<file path="src/rtl/tinyalu_sched.sv">
// Round-robin scheduler sharing one TinyALU among NUM_REQ requesters.
// Owns the ALU start/done handshake and returns id-tagged 16-bit results.
//
//   state | meaning
//   IDLE  | arbitrate; latch the granted request
//   ISSUE | alu_start high with latched operands, waiting for done or timeout
//   RESP  | one-cycle rsp_valid pulse; alu_start low
module tinyalu_sched #(
   parameter int NUM_REQ = 4,
   parameter int TIMEOUT = 16,
   parameter int ID_W    = $clog2(NUM_REQ)
) (
   input  logic                   clk,
   input  logic                   reset,
   input  logic [NUM_REQ-1:0]     req_valid,
   output logic [NUM_REQ-1:0]     req_ready,
   input  logic [8*NUM_REQ-1:0]   req_a,
   input  logic [8*NUM_REQ-1:0]   req_b,
   input  logic [3*NUM_REQ-1:0]   req_op,
   output logic                   rsp_valid,
   output logic [ID_W-1:0]        rsp_id,
   output logic [15:0]            rsp_result,
   output logic                   rsp_err,
   output logic [7:0]             alu_a,
   output logic [7:0]             alu_b,
   output logic [2:0]             alu_op,
   output logic                   alu_start,
   input  logic                   alu_done,
   input  logic [15:0]            alu_result,
   output logic                   busy
);
   localparam int CNT_W = $clog2(TIMEOUT + 1);

   typedef enum logic [1:0] {IDLE, ISSUE, RESP} state_t;

   state_t            state_q, state_d;
   logic [ID_W-1:0]   last_q, last_d;
   logic [ID_W-1:0]   id_q, id_d;
   logic [7:0]        a_q, a_d;
   logic [7:0]        b_q, b_d;
   logic [2:0]        op_q, op_d;
   logic [CNT_W-1:0]  cnt_q, cnt_d;
   logic [15:0]       res_q, res_d;
   logic              err_q, err_d;

   logic [ID_W-1:0]   gnt;
   logic              gnt_found;
   logic [ID_W:0]     cand;
   logic [2:0]        gnt_op;
   logic              gnt_legal;

   // Search upward from last_grant+1; last_grant itself is checked last.
   always_comb begin
      gnt       = '0;
      gnt_found = 1'b0;
      cand      = '0;
      for (int k = 1; k <= NUM_REQ; k++) begin
         cand = {1'b0, last_q} + (ID_W+1)'(k);
         if (cand >= (ID_W+1)'(NUM_REQ))
            cand = cand - (ID_W+1)'(NUM_REQ);
         if (!gnt_found && req_valid[cand[ID_W-1:0]]) begin
            gnt_found = 1'b1;
            gnt       = cand[ID_W-1:0];
         end
      end
   end

   assign gnt_op    = req_op[3*int'(gnt) +: 3];
   assign gnt_legal = (gnt_op != 3'd0) && (gnt_op <= 3'd4);

   always_comb begin
      state_d   = state_q;
      last_d    = last_q;
      id_d      = id_q;
      a_d       = a_q;
      b_d       = b_q;
      op_d      = op_q;
      cnt_d     = cnt_q;
      res_d     = res_q;
      err_d     = err_q;
      req_ready = '0;
      case (state_q)
         IDLE: begin
            if (gnt_found) begin
               req_ready = NUM_REQ'(1) << gnt;
               last_d    = gnt;
               id_d      = gnt;
               a_d       = req_a[8*int'(gnt) +: 8];
               b_d       = req_b[8*int'(gnt) +: 8];
               op_d      = gnt_op;
               res_d     = '0;
               cnt_d     = CNT_W'(TIMEOUT - 1);
               if (gnt_legal) begin
                  err_d   = 1'b0;
                  state_d = ISSUE;
               end else begin
                  err_d   = (gnt_op != 3'd0);
                  state_d = RESP;
               end
            end
         end
         ISSUE: begin
            // done is tested before the terminal count so it wins a tie
            if (alu_done) begin
               res_d   = alu_result;
               err_d   = 1'b0;
               state_d = RESP;
            end else if (cnt_q == '0) begin
               res_d   = '0;
               err_d   = 1'b1;
               state_d = RESP;
            end else begin
               cnt_d = cnt_q - 1'b1;
            end
         end
         RESP: state_d = IDLE;
         default: state_d = IDLE;
      endcase
   end

   always_ff @(posedge clk) begin
      if (reset) begin
         state_q <= IDLE;
         last_q  <= ID_W'(NUM_REQ - 1);
         id_q    <= '0;
         a_q     <= '0;
         b_q     <= '0;
         op_q    <= '0;
         cnt_q   <= '0;
         res_q   <= '0;
         err_q   <= 1'b0;
      end else begin
         state_q <= state_d;
         last_q  <= last_d;
         id_q    <= id_d;
         a_q     <= a_d;
         b_q     <= b_d;
         op_q    <= op_d;
         cnt_q   <= cnt_d;
         res_q   <= res_d;
         err_q   <= err_d;
      end
   end

   assign alu_start  = (state_q == ISSUE);
   assign alu_a      = alu_start ? a_q  : '0;
   assign alu_b      = alu_start ? b_q  : '0;
   assign alu_op     = alu_start ? op_q : '0;
   assign rsp_valid  = (state_q == RESP);
   assign rsp_id     = id_q;
   assign rsp_result = res_q;
   assign rsp_err    = err_q;
   assign busy       = (state_q != IDLE);

endmodule

</file>
<file path="config.mk">
export PLATFORM = sky130hd
export DESIGN_NAME = tinyalu_sched
export DESIGN_NICKNAME = d
export VERILOG_FILES = /design/src/rtl/tinyalu_sched.sv
export SDC_FILE = /design/constraint.sdc
export NUM_CORES = 1
export LEC_CHECK = 0
export ABC_AREA = 1
export BUFFER_PORTS_ARGS = -buffer_cell sky130_fd_sc_hd__buf_2
export CAP_MARGIN = 10
export CORE_MARGIN = 8
export CORE_UTILIZATION = 42
export DETAILED_ROUTE_END_ITERATION = 12
export PLACE_DENSITY = 0.86
export SYNTH_ARGS = -nofsm -noshare
export SYNTH_HDL_FRONTEND = slang
export SYNTH_SLANG_ARGS = --single-unit
</file>
<file path="constraint.sdc">
create_clock -name clk -period 2 [get_ports clk]
set_clock_uncertainty 0.1 [all_clocks]
set_input_delay 0.2 -clock clk [delete_from_list [all_inputs] [get_ports clk]]
set_output_delay 0.2 -clock clk [all_outputs]
set_load 0.05 [all_outputs]
</file>
## Yosys cells after proc, flatten, opt, wreduce, memory -nomap -nowiden

Index checks and enable logic that the tools add are counted.

- Add/sub/neg operators: 9
- Multiply operators: 1
- Order comparisons: 9
- Eq/ne operators: 6
- Shifts and indexed selects: 4
- Muxes and demuxes: 43
- Reduce and logical (&&, ||, !) cells: 16

Operators with widths:

| cell | number |
|---|---|
| $shiftx A32 B6 Y8 | 2 |
| $mux W16 | 3 |
| $pmux W16 S2 | 1 |
| $mux W2 | 12 |
| $mux W8 | 2 |
| $mux W5 | 3 |
| $ge A3 B3 Y1 const B | 4 |
| $lt A2 B3 Y1 const B | 4 |
| $mux W1 | 12 |
| $shiftx A12 B5 Y3 | 1 |
| $pmux W5 S2 | 1 |
| $bmux W1 S2 | 4 |
| $mux W4 | 2 |
| $sub A2 B1 Y2 const B | 4 |
| $add A2 B2 Y3 const B | 2 |
| $ne A2 B2 Y1 const B | 3 |
| $logic_not A5 Y1 | 1 |
| $sub A5 B1 Y5 const B | 1 |
| $logic_and A1 B1 Y1 | 4 |
| $mul A2 B2 Y4 const A | 1 |
| $pmux W2 S2 | 1 |
| $reduce_and A2 Y1 | 2 |
| $reduce_and A4 Y1 | 1 |
| $reduce_bool A2 Y1 | 2 |
| 13 further kinds | 15 |

- Register bits: 47
- Output and inout port bits: 45
- Word-level logic and storage cells: 97

## Logic depth before layout (Yosys ltp)

- Depth in word-level cells: 22
- Gate-level depth with buffers: 21

## Least setup slack after synthesis

OpenSTA, ideal clock, no wires.

- Path type: reg2out
- Start point: reg last_q[0]
- End point: out req_ready[0]
- Arrival time: 2,352 ps
- Setup slack: -652 ps
- Cell stages (with the launch flop): 13
- Buffers on the path: 2
- Cell sequence: dfxtp_1 -> buf_6 -> inv_4 -> nand2_1 -> nand2_1 -> nand2_1 -> nand2_1 -> nor2_4 -> nand2_1 -> o21ai_2 -> inv_2 -> buf_2 -> nor3_1

- Word-level cells in the longest chain between the ends: 18
- Elaborated cells on any way between the ends: 41

Ends and longest elaborated chain:

| item | line | source |
|---|---|---|
| start: declaration | 37 | `logic [ID_W-1:0] last_q, last_d;` |
| start signal: assignment | 124 | `last_q <= ID_W'(NUM_REQ - 1);` |
| start signal: assignment | 134 | `last_q <= last_d;` |
| $add A2 B1 Y3 | 58 | `cand = {1'b0, last_q} + (ID_W+1)'(k);` |
| $ge A3 B3 Y1 or $sub A2 B1 Y2 (tied branches) | 59, 60 |  |
| $mux W2 | 59 | `if (cand >= (ID_W+1)'(NUM_REQ))` |
| $bmux W1 S2 | 61 | `if (!gnt_found && req_valid[cand[ID_W-1:0]]) begin` |
| $mux W1 (implied by the code) | 61 |  |
| $mux W1 | 61 |  |
| $logic_not A1 Y1 | 61 |  |
| $logic_and A1 B1 Y1 | 61 |  |
| [... 2 more ...] | -- |  |
| $logic_and A1 B1 Y1 | 61 |  |
| $mux W1 | 61 |  |
| $logic_not A1 Y1 | 61 |  |
| $logic_and A1 B1 Y1 | 61 |  |
| $mux W2 | 61 |  |
| $shl A1 B2 Y4 | 85 | `req_ready = NUM_REQ'(1) << gnt;` |
| $mux W4 (*) | 84 | `if (gnt_found) begin` |
| $mux W4 (*) | 82 | `case (state_q)` |
| end: declaration | 16 | `output logic [NUM_REQ-1:0] req_ready,` |

Mark *: on every way between the ends. The rest lies on a longest branch, timed or not. The select of a mux whose other input is x is not followed.

## Final worst setup path

- Start point: reg last_q[0]
- End point: reg state_q[0]

- Word-level cells in the longest chain between the ends: 22
- Elaborated cells on any way between the ends: 48

Ends and longest elaborated chain:

| item | line | source |
|---|---|---|
| $add A2 B1 Y3 | 58 |  |
| $ge A3 B3 Y1 or $sub A2 B1 Y2 (tied branches) | 59, 60 |  |
| $mux W2 | 59 |  |
| $bmux W1 S2 | 61 |  |
| $mux W1 (implied by the code) | 61 |  |
| $mux W1 | 61 |  |
| $logic_not A1 Y1 | 61 |  |
| $logic_and A1 B1 Y1 | 61 |  |
| [... 6 more ...] | -- |  |
| $mux W2 | 61 |  |
| $mul A2 B2 Y4 | 68 | `assign gnt_op = req_op[3*int'(gnt) +: 3];` |
| $shiftx A12 B5 Y3 | 68 |  |
| $le A3 B3 Y1 or $reduce_bool A3 Y1 (tied branches) | 69 | `assign gnt_legal = (gnt_op != 3'd0) && (gnt_op <= 3'd4);` |
| $logic_and A1 B1 Y1 | 69 |  |
| $mux W2 | 93 | `if (gnt_legal) begin` |
| $mux W2 | 84 |  |
| $pmux W2 S2 | 82 |  |
| end signal: assignment | 133 | `state_q <= state_d;` |
| end: declaration | 36 | `state_t state_q, state_d;` |

Several ways; a longest one is shown, not always the timed one. The select of a mux whose other input is x is not followed.
A chain may end at the register's enable or synchronous reset.

==> reports/results.ini <==
[clock_network]
clockRootBuffer = clkbuf_8
cts_max_level = 2
hold_buffers = 0
cts_tree = done
cts_made_buffers = 5
clockBufferDepth = 2
clk_pin_slew_worst_paths_ns = 0.08
cts_num_sinks = 47
clock_latency_ns = 0.30

[yosys]
synth_cell_types = 31
synth_edf_count = 0
yosys.area.top_type = dfxtp_1
synth.top_cell.area_share_pct = 31.02
async_flop_share_pct = 0
synth_seq_cells = 47
syn_area_um2 = 3033
postSynthCellCount = 509
synth_commonest_cells = nand2_1 (224), inv_1 (51), dfxtp_1 (47)
syn_nets = 611
avgSynthCellArea_um2 = 5.959
synthMostInstantiatedCell = nand2_1
ys_warn_count = 0
synth.area.top_cells = dfxtp_1 (31%), nand2_1 (28%), inv_1 (6.3%), nor2_1 (5.6%), nand4_1 (4.7%)
synth_flop_cell = dfxtp_1
yosysSeqAreaShare_pct = 31.02

[global_routing]
grt_max_degree = 21
top_usage_layer = met2
met1_usage_pct = 23.74
grtUsageTotal_pct = 21.60
grt_overflow = 0
grt_pass1_vias = 3958
grt_pass1_wl_mm = 17.82
use_met2_pct = 36.83
antenna_found_initial = 0
grt_util_met3_pct = 6.768

[power]
irDropWorstVdd_uv = 1031
power.density_nw_per_um2 = 2087
p_int_mw = 4.653
combinationalPowerShare_pct = 81.0
finalPower_mw = 10.05
pwr-share-clk_pct = 5.5
switchingPower_mw = 5.398
switching_share_pct = 53.70
seqPwrFrac_pct = 13.4
leakage_nw = 2.660

[sta]
fin_crit_sh_pct = 120.9
holdWs_ns = 0.05915
setup_viol = 22
fin_tns_setup_ns = -3.608
relSlewSlack_pct = 76.31
fin_crit_ns = 2.417
rsz0062_at_grt = true
fmax_mhz = 413.7
worstMarginPinSlew_ns = 0.3553
hold_violations = 0
finalWorstSetupSlack_ns = -0.4170
finalMaxSlewViolations = 0

[placement]
numPortBuffers = 143
place_area_um2 = 4143
hpwl_mm = 8.585
place.gp.congestion = 0.9448

[run_status]
outcome = complete, but fails checks
violations = negative setup slack

[routing]
num_vias = 4095
wl_mm = 12.36
dr.pass1.iters = 5
wl_per_cell_um = 15.82
drt_iter0_drc = 264
vias_per_cell = 5.243
ant_nets = 0
drc_errors = 0

[floorplan]
die_x_um = 101.0
dieArea_um2 = 10200
core_area_um2 = 7137
die_h_um = 101.0
io-pin-count = 144
core.rowCount = 31
start_util_pct = 42.50

[setup_path]
slowest_stage = dfxtp_4
crit_required_ns = 2.14
critPathTopFamily = simple AND/OR/NAND/NOR gates
criticalPathCategory = flop to flop
worstPathArrival_ns = 2.55
path_cells = buf_6, nand2_2, nand2_2, nand2_2, nand2_4, nor2_4, nand3_4, inv_4, nor2_4, buf_4, nand2_1, nand2_1, nand2_1, nand4_1, ha_1, nand2_1, inv_2, nand2_2, a21oi_2
r2r-start = last_q[0]
critical_path.max_fanout = 5
worstSetupStartpointType = flop
crit_buf_inv = 4
critPathMaxStageDelay_ns = 0.39
crit_path_end_kind = flop
r2r_slack_ns = -0.42
crit_start = last_q[0]

[finish]
multi_input_area_um2 = 2085
drive_above_1_share_pct = 43.84
fin_area_um2 = 4816
syn_to_final_growth_pct = 58.79
final_nets = 783
regArea_um2 = 948.4
antenna_cells = 0
fillers = 606

[hold_path]
holdCritStartpoint = alu_result[10]
hold_path.class = input port to flop

[run]
maxCapViolCount = 0

-- cell families after synthesis --
group / after synthesis / share of synthesized area [%]
AND/OR/NAND/NOR: 326 / 44.97
flip-flops: 47 / 31.02
buffers and inverters: 89 / 12.83
adder cells (fa/ha/maj): 3 / 1.238
AO/OA/AOI/OAI: 43 / 9.653
XOR/XNOR: 1 / 0.2888
-- metal layers --
| metal | wire (µm) | vias to the layer above |
|---|---|---|
| met5 | 0 | - |
| met4 | 488 | 0 |
| met3 | 1260 | 43 |
| met2 | 6031 | 218 |
| met1 | 4576 | 1883 |
| li1 | - | 1951 |
-- timing repair --
item | 4_1_cts | 5_1_grt
gates resized for setup | 45 | 92
endpoints found under the setup margin | 31 | 49
buffers inserted | 6 | 9
cloned | 0 | 2
hold endpoints to repair | 0 | 0
pin swaps | 18 | 40
-- final timing paths --
path | to | depth (start not counted)
worst max-delay path | state_q[0] | 19
worst min-delay path | rsp_result[10] | 3
worst max register to register | state_q[0] | 19
worst min register to register | a_q[3] | 2
-- worst reg2reg max path: stages (launching register included) --
cell and delay (ns):
dfxtp_4 0.39, buf_6 0.13, nand2_2 0.05, nand2_2 0.06
nand2_2 0.10, nand2_4 0.07, nor2_4 0.15, nand3_4 0.13
inv_4 0.09, nor2_4 0.05, buf_4 0.13, nand2_1 0.06
nand2_1 0.05, nand2_1 0.08, nand4_1 0.11, ha_1 0.28
nand2_1 0.06, inv_2 0.06, nand2_2 0.06, a21oi_2 0.14
-- power groups by stage --
stage               registers [mW]  clock network, mW  logic (mW)
floorplan                     1.45                  0        4.36
global placement              1.33                  0        5.93
detailed placement            1.35                  0        6.11
CTS                           1.33              0.561        6.72
global route                  1.38              0.602        8.84
finish                        1.35              0.555        8.14
-- cell type report --
type,count,area share (%)
timing repair inverter,1,0.1559
sequential,47,19.69
tap,99,2.572
clock buffer,7,1.585
multi-input combinational,373,43.28
inverter,59,4.910
clock inverter,1,0.1039
timing repair buffer,194,27.70
-- state kept, by name, summed over array words and instances (netlist names) --
register    flops
state_q         2
b_q             8
rsp_id          2
rsp_result     16
cnt_q           5
a_q             8
last_q          2
op_q            3
rsp_err         1
-- metrics by stage --
stage / util (%) / setup WS (ns) / instances
detailed placement: 58.05 / -0.3906 / 758
CTS: 61.75 / -0.3207 / 772
finish: 67.48 / -0.4170 / 781
global route: 67.48 / -0.5485 / 781
global placement: 58.05 / -0.2771 / 758
floorplan: - / -0.1640 / 509
-- layout by cell type, fill, tap and decap left out, types with 3 or more instances in the layout --
master,count
a21oi_1,12
a31oi_1,3
a32oi_1,11
a32oi_2,5
buf_12,8
buf_2,132
buf_4,32
buf_6,18
buf_8,3
clkbuf_8,5
dfxtp_1,45
ha_1,3
inv_1,49
inv_2,5
inv_4,4
nand2_1,169
nand2_2,40
nand2_4,21
nand3_1,11
nand3_2,8
nand3_4,3
nand4_1,23
nor2_1,43
nor2_4,4
o21ai_1,6
Note: power is estimated with default switching activity, not from simulation.
